<file path="config.mk">
export PLATFORM = sky130hd
export DESIGN_NAME = bcd_mod_counter
export DESIGN_NICKNAME = d
export VERILOG_FILES = /design/src/rtl/bcd_mod_counter.sv
export SDC_FILE = /design/constraint.sdc
export NUM_CORES = 1
export LEC_CHECK = 0
export CAP_MARGIN = 20
export CORE_MARGIN = 5
export CORE_UTILIZATION = 47
export CTS_BUF_LIST = sky130_fd_sc_hd__clkbuf_4
export DETAILED_ROUTE_END_ITERATION = 10
export HOLD_SLACK_MARGIN = 0.06
export PLACE_DENSITY_LB_ADDON = 0.1
export SYNTH_ARGS = -nofsm -noshare
export SYNTH_HDL_FRONTEND = slang
export SYNTH_SLANG_ARGS = --single-unit
</file>
<file path="constraint.sdc">
create_clock -name CP -period 6.65 [get_ports CP]
set_input_delay 1.33 -clock CP [delete_from_list [all_inputs] [get_ports CP]]
set_output_delay 1.33 -clock CP [all_outputs]
set_load 0.01 [all_outputs]
</file>
<file path="src/rtl/bcd_mod_counter.sv">
// rtl/bcd_mod_counter.sv - parametrised BCD modulo counter with load, carry and borrow pulses
module bcd_mod_counter #(
  parameter int DIGITS  = 2,
  parameter int MODULUS = 60,
  parameter int INIT    = 0
) (
  input  logic                  CP,
  input  logic                  RST,
  input  logic                  CARRY,
  input  logic                  CH,
  input  logic                  ADJMODE,
  input  logic                  LOAD,
  input  logic [4*DIGITS-1:0]   load_data,
  output logic [4*DIGITS-1:0]   data,
  output logic                  carry,
  output logic                  borrow,
  output logic                  load_err
);

  localparam int W = 4 * DIGITS;

  // 10^n, used for the elaboration-time range check
  function automatic int pow10(input int n);
    int r;
    r = 1;
    for (int i = 0; i < n; i++) r = r * 10;
    return r;
  endfunction

  // Binary integer to packed BCD, digit 0 in the low nibble
  function automatic logic [W-1:0] to_bcd(input int n);
    logic [W-1:0] r;
    int           v;
    r = '0;
    v = n;
    for (int i = 0; i < DIGITS; i++) begin
      r[4*i +: 4] = 4'(v % 10);
      v           = v / 10;
    end
    return r;
  endfunction

  // Packed BCD to binary; only meaningful when every digit is <= 9
  function automatic int bcd_value(input logic [W-1:0] v);
    int acc;
    acc = 0;
    for (int i = DIGITS - 1; i >= 0; i--) acc = acc * 10 + int'(v[4*i +: 4]);
    return acc;
  endfunction

  // True when every nibble holds a decimal digit
  function automatic logic digits_valid(input logic [W-1:0] v);
    logic ok;
    ok = 1'b1;
    for (int i = 0; i < DIGITS; i++) begin
      if (v[4*i +: 4] > 4'd9) ok = 1'b0;
    end
    return ok;
  endfunction

  // BCD +1 with digit-to-digit ripple; wrap at the modulus is handled by the caller
  function automatic logic [W-1:0] bcd_inc(input logic [W-1:0] v);
    logic [W-1:0] r;
    logic         c;
    logic [3:0]   dig;
    r = v;
    c = 1'b1;
    for (int i = 0; i < DIGITS; i++) begin
      dig = v[4*i +: 4];
      if (c) begin
        if (dig == 4'd9) begin
          dig = 4'd0;
        end else begin
          dig = dig + 4'd1;
          c   = 1'b0;
        end
      end
      r[4*i +: 4] = dig;
    end
    return r;
  endfunction

  // BCD -1 with digit-to-digit borrow; the 0 case is handled by the caller
  function automatic logic [W-1:0] bcd_dec(input logic [W-1:0] v);
    logic [W-1:0] r;
    logic         b;
    logic [3:0]   dig;
    r = v;
    b = 1'b1;
    for (int i = 0; i < DIGITS; i++) begin
      dig = v[4*i +: 4];
      if (b) begin
        if (dig == 4'd0) begin
          dig = 4'd9;
        end else begin
          dig = dig - 4'd1;
          b   = 1'b0;
        end
      end
      r[4*i +: 4] = dig;
    end
    return r;
  endfunction

  localparam int            RANGE    = pow10(DIGITS);
  localparam logic [W-1:0]  INIT_BCD = to_bcd(INIT);
  localparam logic [W-1:0]  MAX_BCD  = to_bcd(MODULUS - 1);

  // Refuse to build with parameters that cannot be represented
  generate
    if (DIGITS < 1 || DIGITS > 4) begin : g_bad_digits
      $error("bcd_mod_counter: DIGITS must be 1..4");
    end
    if (MODULUS < 2 || MODULUS > RANGE) begin : g_bad_modulus
      $error("bcd_mod_counter: MODULUS must be 2..10^DIGITS");
    end
    if (INIT < 0 || INIT >= MODULUS) begin : g_bad_init
      $error("bcd_mod_counter: INIT must be below MODULUS");
    end
  endgenerate

  logic [W-1:0] data_q,     data_d;
  logic         carry_q,    carry_d;
  logic         borrow_q,   borrow_d;
  logic         load_err_q, load_err_d;
  logic         carry_in_q;
  logic         ch_in_q;

  logic         carry_evt;
  logic         ch_evt;
  logic         load_ok;

  assign carry_evt = CARRY & ~carry_in_q;
  assign ch_evt    = CH & ~ch_in_q;
  assign load_ok   = digits_valid(load_data) && (bcd_value(load_data) < MODULUS);

  // Next count and pulses; LOAD beats a CARRY edge, which beats a CH edge
  always_comb begin
    data_d     = data_q;
    carry_d    = 1'b0;
    borrow_d   = 1'b0;
    load_err_d = 1'b0;
    if (LOAD) begin
      if (load_ok) data_d = load_data;
      else         load_err_d = 1'b1;
    end else if (carry_evt || (ch_evt && !ADJMODE)) begin
      if (data_q == MAX_BCD) begin
        data_d  = '0;
        carry_d = 1'b1;
      end else begin
        data_d = bcd_inc(data_q);
      end
    end else if (ch_evt) begin
      if (data_q == '0) begin
        data_d   = MAX_BCD;
        borrow_d = 1'b1;
      end else begin
        data_d = bcd_dec(data_q);
      end
    end
  end

  // Count, pulse and edge-history registers; edge history updates even when an event is dropped
  always_ff @(posedge CP) begin
    if (RST) begin
      data_q     <= INIT_BCD;
      carry_q    <= 1'b0;
      borrow_q   <= 1'b0;
      load_err_q <= 1'b0;
      carry_in_q <= 1'b0;
      ch_in_q    <= 1'b0;
    end else begin
      data_q     <= data_d;
      carry_q    <= carry_d;
      borrow_q   <= borrow_d;
      load_err_q <= load_err_d;
      carry_in_q <= CARRY;
      ch_in_q    <= CH;
    end
  end

  assign data     = data_q;
  assign carry    = carry_q;
  assign borrow   = borrow_q;
  assign load_err = load_err_q;

endmodule

</file>
-- Yosys cells after proc, flatten, opt, wreduce, memory -nomap -nowiden
Cells that the tools add are included.
- logic and storage cells: 68
- output and inout bits: 11
- register bits: 13
- input port bits: 14
- multiplexer cells: 26
- equal/unequal tests: 5
- reduce and logical (&&, ||, !) cells: 14
- multipliers: 1
- bitwise operators: 7
- add/sub/neg operators: 5
- $lt $le $gt $ge: 3
- operators with widths (cell ; number):
    8-bit 2-to-1 mux ; 6
    4-bit 2-to-1 mux ; 6
    1-bit 2-to-1 mux ; 14
    8-bit by 4-bit adder with 9-bit output ; 1
    9-bit by 6-bit less-than comparator with 1-bit output (second input constant) ; 1
    4-bit by 1-bit adder with 4-bit output (second input constant) ; 2
    4-bit == test (second input constant) ; 2
    8-bit by 7-bit == test with 1-bit output (second input constant) ; 1
    4-bit greater-than comparator (second input constant) ; 2
    4-bit zero test ; 2
    8-bit zero test ; 1
    4-bit by 1-bit subtractor with 4-bit output (second input constant) ; 2
    4-bit by 3-bit multiplier with 7-bit output (second input constant) ; 1
    1-bit NOT ; 5
    4-bit by 2-bit inequality test with 1-bit output (second input constant) ; 1
    4-bit AND reduction ; 1
    4-bit nonzero test ; 1
    4-bit OR reduction ; 1
    3-bit nonzero test ; 1
    3-bit OR reduction ; 1
    1-bit AND ; 2
    1-bit logical AND ; 2
    2-bit by 1-bit inequality test with 1-bit output (second input constant) ; 1
    2-bit AND reduction ; 1
    3 further kinds ; 3

-- Longest topological paths before layout
Gate-level depths: netlist (run 1).
- depth in word-level cells: 11
- depth in mapped cells: 9
- depth with buffers taken out: 8

-- Worst setup path before layout (run 1)
No wires, ideal clock.
- path kind: input to register
- start: in load_data[5]
- end: reg data_q[2] (netlist: data[2])
- arrival: 3.364 ns
- cell stages on the path: 8
- path buffers: 0
- data required time: 6.528 ns
- setup slack: 3.164 ns
- library setup time: 0.122 ns
- cells stage by stage: ha_1 > ha_1 > fa_1 > nand2_1 > a311oi_1 > o22ai_2 > and2_1 > o311a_1
- word-level cells in the longest chain between the ends: 6
- elaborated cells on any way between the ends: 8
- classes of those cells: add/sub (1); mul (1); order compare (2); eq/ne (1); mux (1); reduce/logical (2)
- ends and longest elaborated chain (what ; line ; text):
    start: declaration ; 13 ; input logic [4*DIGITS-1:0] load_data,
    4-bit by 3-bit multiplier with 7-bit output ; 47 ; for (int i = DIGITS - 1; i >= 0; i--) acc = acc * 10 + int'(v[4*i +: 4]);
    8-bit by 4-bit adder with 9-bit output ; 47 ;
    9-bit by 6-bit less-than comparator with 1-bit output ; 135 ; assign load_ok = digits_valid(load_data) && (bcd_value(load_data) < MODULUS);
    1-bit logical AND (*) ; 135 ;
    2-bit by 1-bit inequality test with 1-bit output (no source line) (*) ; -- ;
    2-bit AND reduction (no source line) (*) ; -- ;
    end signal: assignment ; 173 ; data_q <= data_d;
    end: declaration ; 122 ; logic [W-1:0] data_q, data_d;
Mark *: on every way between the ends. The rest lies on a longest branch, timed or not.
A chain may end at the register's enable or synchronous reset.

-- Final worst setup path (run 1)
- start: in load_data[5]
- end: reg data_q[5] (netlist: data[5])
- word-level cells in the longest chain between the ends: 6
- elaborated cells on any way between the ends: 10
- classes of those cells: add/sub (1); mul (1); order compare (2); eq/ne (1); mux (3); reduce/logical (2)
- ends and longest elaborated chain (what ; line):
    4-bit by 3-bit multiplier with 7-bit output ; 47
    8-bit by 4-bit adder with 9-bit output ; 47
    9-bit by 6-bit less-than comparator with 1-bit output ; 135
    1-bit logical AND ; 135
    2-bit by 1-bit inequality test with 1-bit output (no source line) ; --
    4-bit AND reduction (no source line) ; --
Parallel ways exist; a longest one is shown, timed or not. The select of a mux whose other input is x is not followed.

==> results of run 1 <==
worst paths after layout:
check        endpoint  slack, ps  cells past startpoint
max           data[5]       2480                      9
min            borrow        590                      1
max reg2reg   data[5]       4740                      5
min reg2reg    borrow        590                      1
registers in the layout, indices dropped and copies added, names as in the netlist:
name,cells
ch_in_q,1
carry_in_q,1
borrow,1
load_err,1
carry,1
data,8
area by class of cell:
cell class,instances,area share [%]
flip-flops and latches,13,16.10
repair buffers,24,14.86
multi-input cells,131,62.69
clock buffers,4,1.858
inverters,9,2.090
well taps,31,2.399
metal layers:
layer	share of wire, %	global-route usage, %	vias up
met5	0	0	-
met4	2.0	7.013	0
met3	7.1	4.553	10
met2	47	26.51	65
met1	44	23.80	672
li1	-	-	671
kinds of logic (layout without fill, tap and decap cells):
family	count (synthesis)	count (layout)	synth area share, %
muxes	1	1	0.8264
adders and majority gates	8	8	8.448
xor gates and xnor gates	5	5	3.214
buffers and inverters	21	37	6.519
and+or+nand+nor	66	66	30.76
DFF	13	13	19.10
AOI/OAI and AO/OA	51	51	31.13
worst max-delay path, delay by kind of cell:
family                     cells  cell delay, ps
and+or+nand+nor                1             110
AOI/OAI and AO/OA              4            1250
adders and majority gates      3            1030
buffers and inverters          1             640
where the power goes:
part	total [uW]	internal (uW)	switching (uW)	leakage, uW
clock network	57.7	27.4	30.3	0.0000184
registers	101	84.5	17.0	0.000107
logic	119	56.1	62.8	0.000429
cell usage in the layout, fill, tap and decap left out, drive strengths merged, types with 4 or more instances in the layout:
cell type	netlist	final
clkdlybuf4s50	0	24
dfxtp	13	13
nand2	10	10
nand3	10	10
inv	9	9
nor2b	9	9
o21ai	7	7
nor2	6	6
ha	6	6
nor3	6	6
a311oi	5	5
a211oi	5	5
a21oi	5	5
xnor2	4	4
o221ai	4	4
clkbuf	9	4
stage by stage:
stage                     std cells  worst slack [ps]  power [uW]  util, %
after CTS                       212              2525       277.3    58.62
after detailed placement        208              2249       220.4    57.53
after global placement          208              2341       217.8    57.53
final                           212              2476       278.1    58.62
after global routing            212              2431       294.2    58.62
after floorplan                 165              3164       182.2        -
==> results.json, run 1 <==
{
  "place.gp.congestion": 0.9465,
  "synth_area_leader_cell": "dfxtp_1",
  "drc": 0,
  "clk_pin_slew_ps": 90,
  "core-area_um2": 2758,
  "regArea_um2": 260.3,
  "cp_slowest_cell": "clkdlybuf4s50_1",
  "fin_tns_setup_ps": 0,
  "wl_mm": 3.643,
  "hold_violations": 0,
  "antenna_cells": 0,
  "p_per_area_nw_per_um2": 172.0,
  "path_cells": "clkdlybuf4s50_1 > ha_1 > ha_1 > fa_1 > nand2_1 > a311oi_1 > o22ai_2 > a31o_2 > a211oi_1",
  "cts.sinks": 13,
  "cts_root_buf": "clkbuf_4",
  "dr.pass1.iters": 4,
  "ys_warn_count": 0,
  "slew_viol_final": 0,
  "clockBufferDepth": 2,
  "dieWidth_um": 63.84,
  "antenna_found_initial": 0,
  "grt_pass1_vias": 1309,
  "hpwl_mm": 2.716,
  "area_growth_pct": 18.64,
  "syn_nets": 187,
  "multi_input_area_um2": 1013,
  "nets": 204,
  "dieHeight_um": 63.84,
  "synth_edf_count": 0,
  "finalCriticalPeriod_ps": 4174,
  "cap_violations": 0,
  "netlist_area_um2": 1363,
  "ant_nets": 0,
  "num_rows": 19,
  "yosys-top-cells-count": "dfxtp_1, nand2_1, nand3_1",
  "cts-resized-gates": 0,
  "cts_buffers": 3,
  "synth.most_common_cell": "dfxtp_1",
  "whs_ps": 588.6,
  "clk_latency_ps": 290,
  "dpl_cell_area_um2": 1587,
  "fmax_mhz": 239.6,
  "netlist-cell-type-count": 52,
  "syn_inst": 165,
  "cp_max_fo": 10,
  "hp-class": "flop to flop",
  "vias": 1418,
  "crit_start": "load_data[5]",
  "slew_headroom_pct": 36.81,
  "grt-ovfl-total": 0,
  "wire_per_inst_um": 17.18,
  "tightest_slew_ps": 945.0,
  "vdd_drop_max_v": 0.0001408,
  "netlist.area_leader.share_pct": 19.10,
  "rsz0062_at_grt": "no",
  "avgSynthCellArea_um2": 8.258,
  "start_util_pct": 49.41,
  "cp-end-kind": "flop",
  "grt_pass1_wl_mm": 5.989,
  "cts_tree": "done",
  "drt_iter0_drc": 99,
  "n_fill_cell": 267,
  "grt.total_usage_pct": 17.60,
  "fin_skew_ps": 3.037,
  "num_io_pins": 25,
  "yosys-top-cells-area": "dfxtp_1, ha_1, nor2b_1",
  "ys_ff_latch": 13,
  "hp-start": "data[7]",
  "outcome": "completed",
  "synth-main-ff-cell": "dfxtp_1",
  "postCtsSetupBuffers": 0,
  "slowest_delay_ps": 640,
  "required_ps": 6850,
  "ys_seq_area_share_pct": 19.10,
  "final_cell_area_um2": 1617,
  "crit_type": "input pin to flop",
  "power.leakage_uw": 0.0005542,
  "grt_max_degree": 26,
  "drive_above_1_share_pct": 10.50,
  "io_buffers": 24,
  "setup_viol": 0,
  "async_flop_share_pct": 0,
  "crit_top_cell": "ha_1",
  "htree_levels": 1,
  "hold_buffers": 0,
  "dieArea_um2": 4076,
  "vias_per_cell": 6.689,
  "worst-endpoint-arrival_ps": 4370,
  "finalCritPeriodShare_pct": 62.76,
  "r2r-start": "data[0]",
  "critPathLaunchType": "input pin"
}
No activity file was read; power rests on OpenSTA's default activity.
==> run 2, diff against run 1 <==
==> constraint.sdc (replaced) <==
create_clock -name CP -period 3.87 [get_ports CP]
set_input_delay 0.774 -clock CP [delete_from_list [all_inputs] [get_ports CP]]
set_output_delay 0.774 -clock CP [all_outputs]
set_load 0.01 [all_outputs]
==> run 2 against run 1 <==
Effect of this change: power grew 73%; via count shrank 2.5%; core utilization grew 1.4 points; cell count grew 2.4%.
==> results.json, run 2 (synthesis results as in run 1) <==
{
  "ant_nets": 0,
  "cp_slowest_cell": "fa_1",
  "htree_levels": 1,
  "crit_type": "input pin to flop",
  "drive_above_1_share_pct": 12.90,
  "worst-endpoint-arrival_ps": 3530,
  "slowest_delay_ps": 530,
  "cts.sinks": 13,
  "vdd_drop_max_v": 0.0002438,
  "dieWidth_um": 63.84,
  "drc": 0,
  "power.leakage_uw": 0.0005787,
  "vias_per_cell": 6.369,
  "critPathBufInv": 1,
  "cts-resized-gates": 0,
  "slew_viol_final": 0,
  "cap_violations": 0,
  "num_io_pins": 25,
  "r2r_end": "data[4]",
  "grt-ovfl-total": 0,
  "hp-class": "flop to flop",
  "finalCriticalPeriod_ps": 3347,
  "dieHeight_um": 63.84,
  "fin_tns_setup_ps": 0,
  "antenna_found_initial": 0,
  "final_common_cell": "clkdlybuf4s50_1",
  "critPathLaunchType": "input pin",
  "hold_buffers": 0,
  "cts_tree": "done",
  "whs_ps": 634.8,
  "cp_top_family": "compound AO/OA/AOI/OAI gates",
  "fin_skew_ps": 13.43,
  "place.gp.congestion": 0.9056,
  "r2r_slack_ps": 2020,
  "instances_no_fill": 217,
  "hp-start": "ch_in_q",
  "grt_pass1_vias": 1376,
  "clk_latency_ps": 280,
  "cp_max_fo": 10,
  "dr.pass1.iters": 4,
  "antenna_cells": 0,
  "clk_pin_slew_ps": 80,
  "cts_root_buf": "clkbuf_4",
  "nets": 209,
  "cts_buffers": 3,
  "p_per_area_nw_per_um2": 290.2,
  "grt_max_degree": 16,
  "fmax_mhz": 298.7,
  "layout_common_cells": "clkdlybuf4s50_1, dfxtp_1, nand2_1, nand3_1",
  "postCtsSetupBuffers": 0,
  "area_growth_pct": 21.40,
  "drt_iter0_drc": 90,
  "cp.depth": 9,
  "hold_violations": 0,
  "min_to": "borrow",
  "path_cells": "clkdlybuf4s50_1 > ha_1 > ha_1 > fa_1 > nand2_1 > a311oi_1 > o22ai_2 > a31o_2 > o311ai_1",
  "dp.cells": 213,
  "worstHoldPathCells": 3,
  "vias": 1382,
  "dpl_cell_area_um2": 1624,
  "required_ps": 4050,
  "finalCritPeriodShare_pct": 86.50,
  "grt.total_usage_pct": 18.91,
  "ff2ff_path_depth": 5,
  "io_buffers": 24,
  "dieArea_um2": 4076,
  "start_util_pct": 49.41,
  "num_rows": 19,
  "wl_mm": 3.733,
  "largest_reg_flops": 8,
  "outcome": "completed",
  "cp-end-kind": "flop",
  "final_cell_area_um2": 1654,
  "slew_headroom_pct": 58.88,
  "hpwl_mm": 2.756,
  "setup_viol": 0,
  "grt_pass1_wl_mm": 6.430,
  "tightest_slew_ps": 614.8,
  "rsz0062_at_grt": "no",
  "r2r-start": "data[0]",
  "clockBufferDepth": 2,
  "crit_top_cell": "ha_1",
  "wire_per_inst_um": 17.20,
  "core-area_um2": 2758
}
-- run 2: cell count changes in the layout (fill, tap and decap cells not counted), sizes merged --
cell / delta
buf: +5
-- run 2: cell type report --
cell class | instances | area [um2]
Inverter | 9 | 33.78
Timing Repair Buffer | 29 | 277.8
Sequential cell | 13 | 260.3
Fill cell | 262 | 1104
Clock buffer | 4 | 30.03
Multi-Input combinational cell | 131 | 1013
Tap cell | 31 | 38.79
-- run 2: how the worst max path moves through the flow --
stage                      start       to  slack, ps
floorplan           load_data[5]  data[2]        940
global placement    load_data[5]  data[6]        370
detailed placement  load_data[7]  data[4]        250
CTS                 load_data[7]  data[4]        540
global route        load_data[7]  data[4]        380
finish              load_data[7]  data[4]        520
-- run 2: worst reg2reg max path: stages (launching register included) --
cell	delay, ps
dfxtp_1	480
nor4_2	430
nand4_1	150
a21oi_1	360
a31o_2	210
o311ai_1	90
-- run 2: where the power goes --
part | total [uW] | switching (uW) | internal (uW)
Clock | 97.5 | 50.6 | 46.9
Sequential | 175 | 30.2 | 145
Combinational | 207 | 107 | 100
-- run 2: metal layers --
layer / GRT usage, % / part of all wire (%) / wire length (um)
met5: 0 / 0 / 0
met4: 5.714 / 1.1 / 42
met3: 3.152 / 6.7 / 249
met2: 29.15 / 44 / 1648
met1: 26.84 / 48 / 1791
-- run 2: per-stage QoR --
step	total power (uW)	utilization [%]	setup slack (ps)
3_3_place_gp	378.0	58.89	371.0
6_report	480.0	59.98	522.6
3_5_place_dp	381.7	58.89	254.8
2_1_floorplan	313.0	-	939.8
5_1_grt	513.0	59.98	375.2
4_1_cts	479.2	59.98	538.2
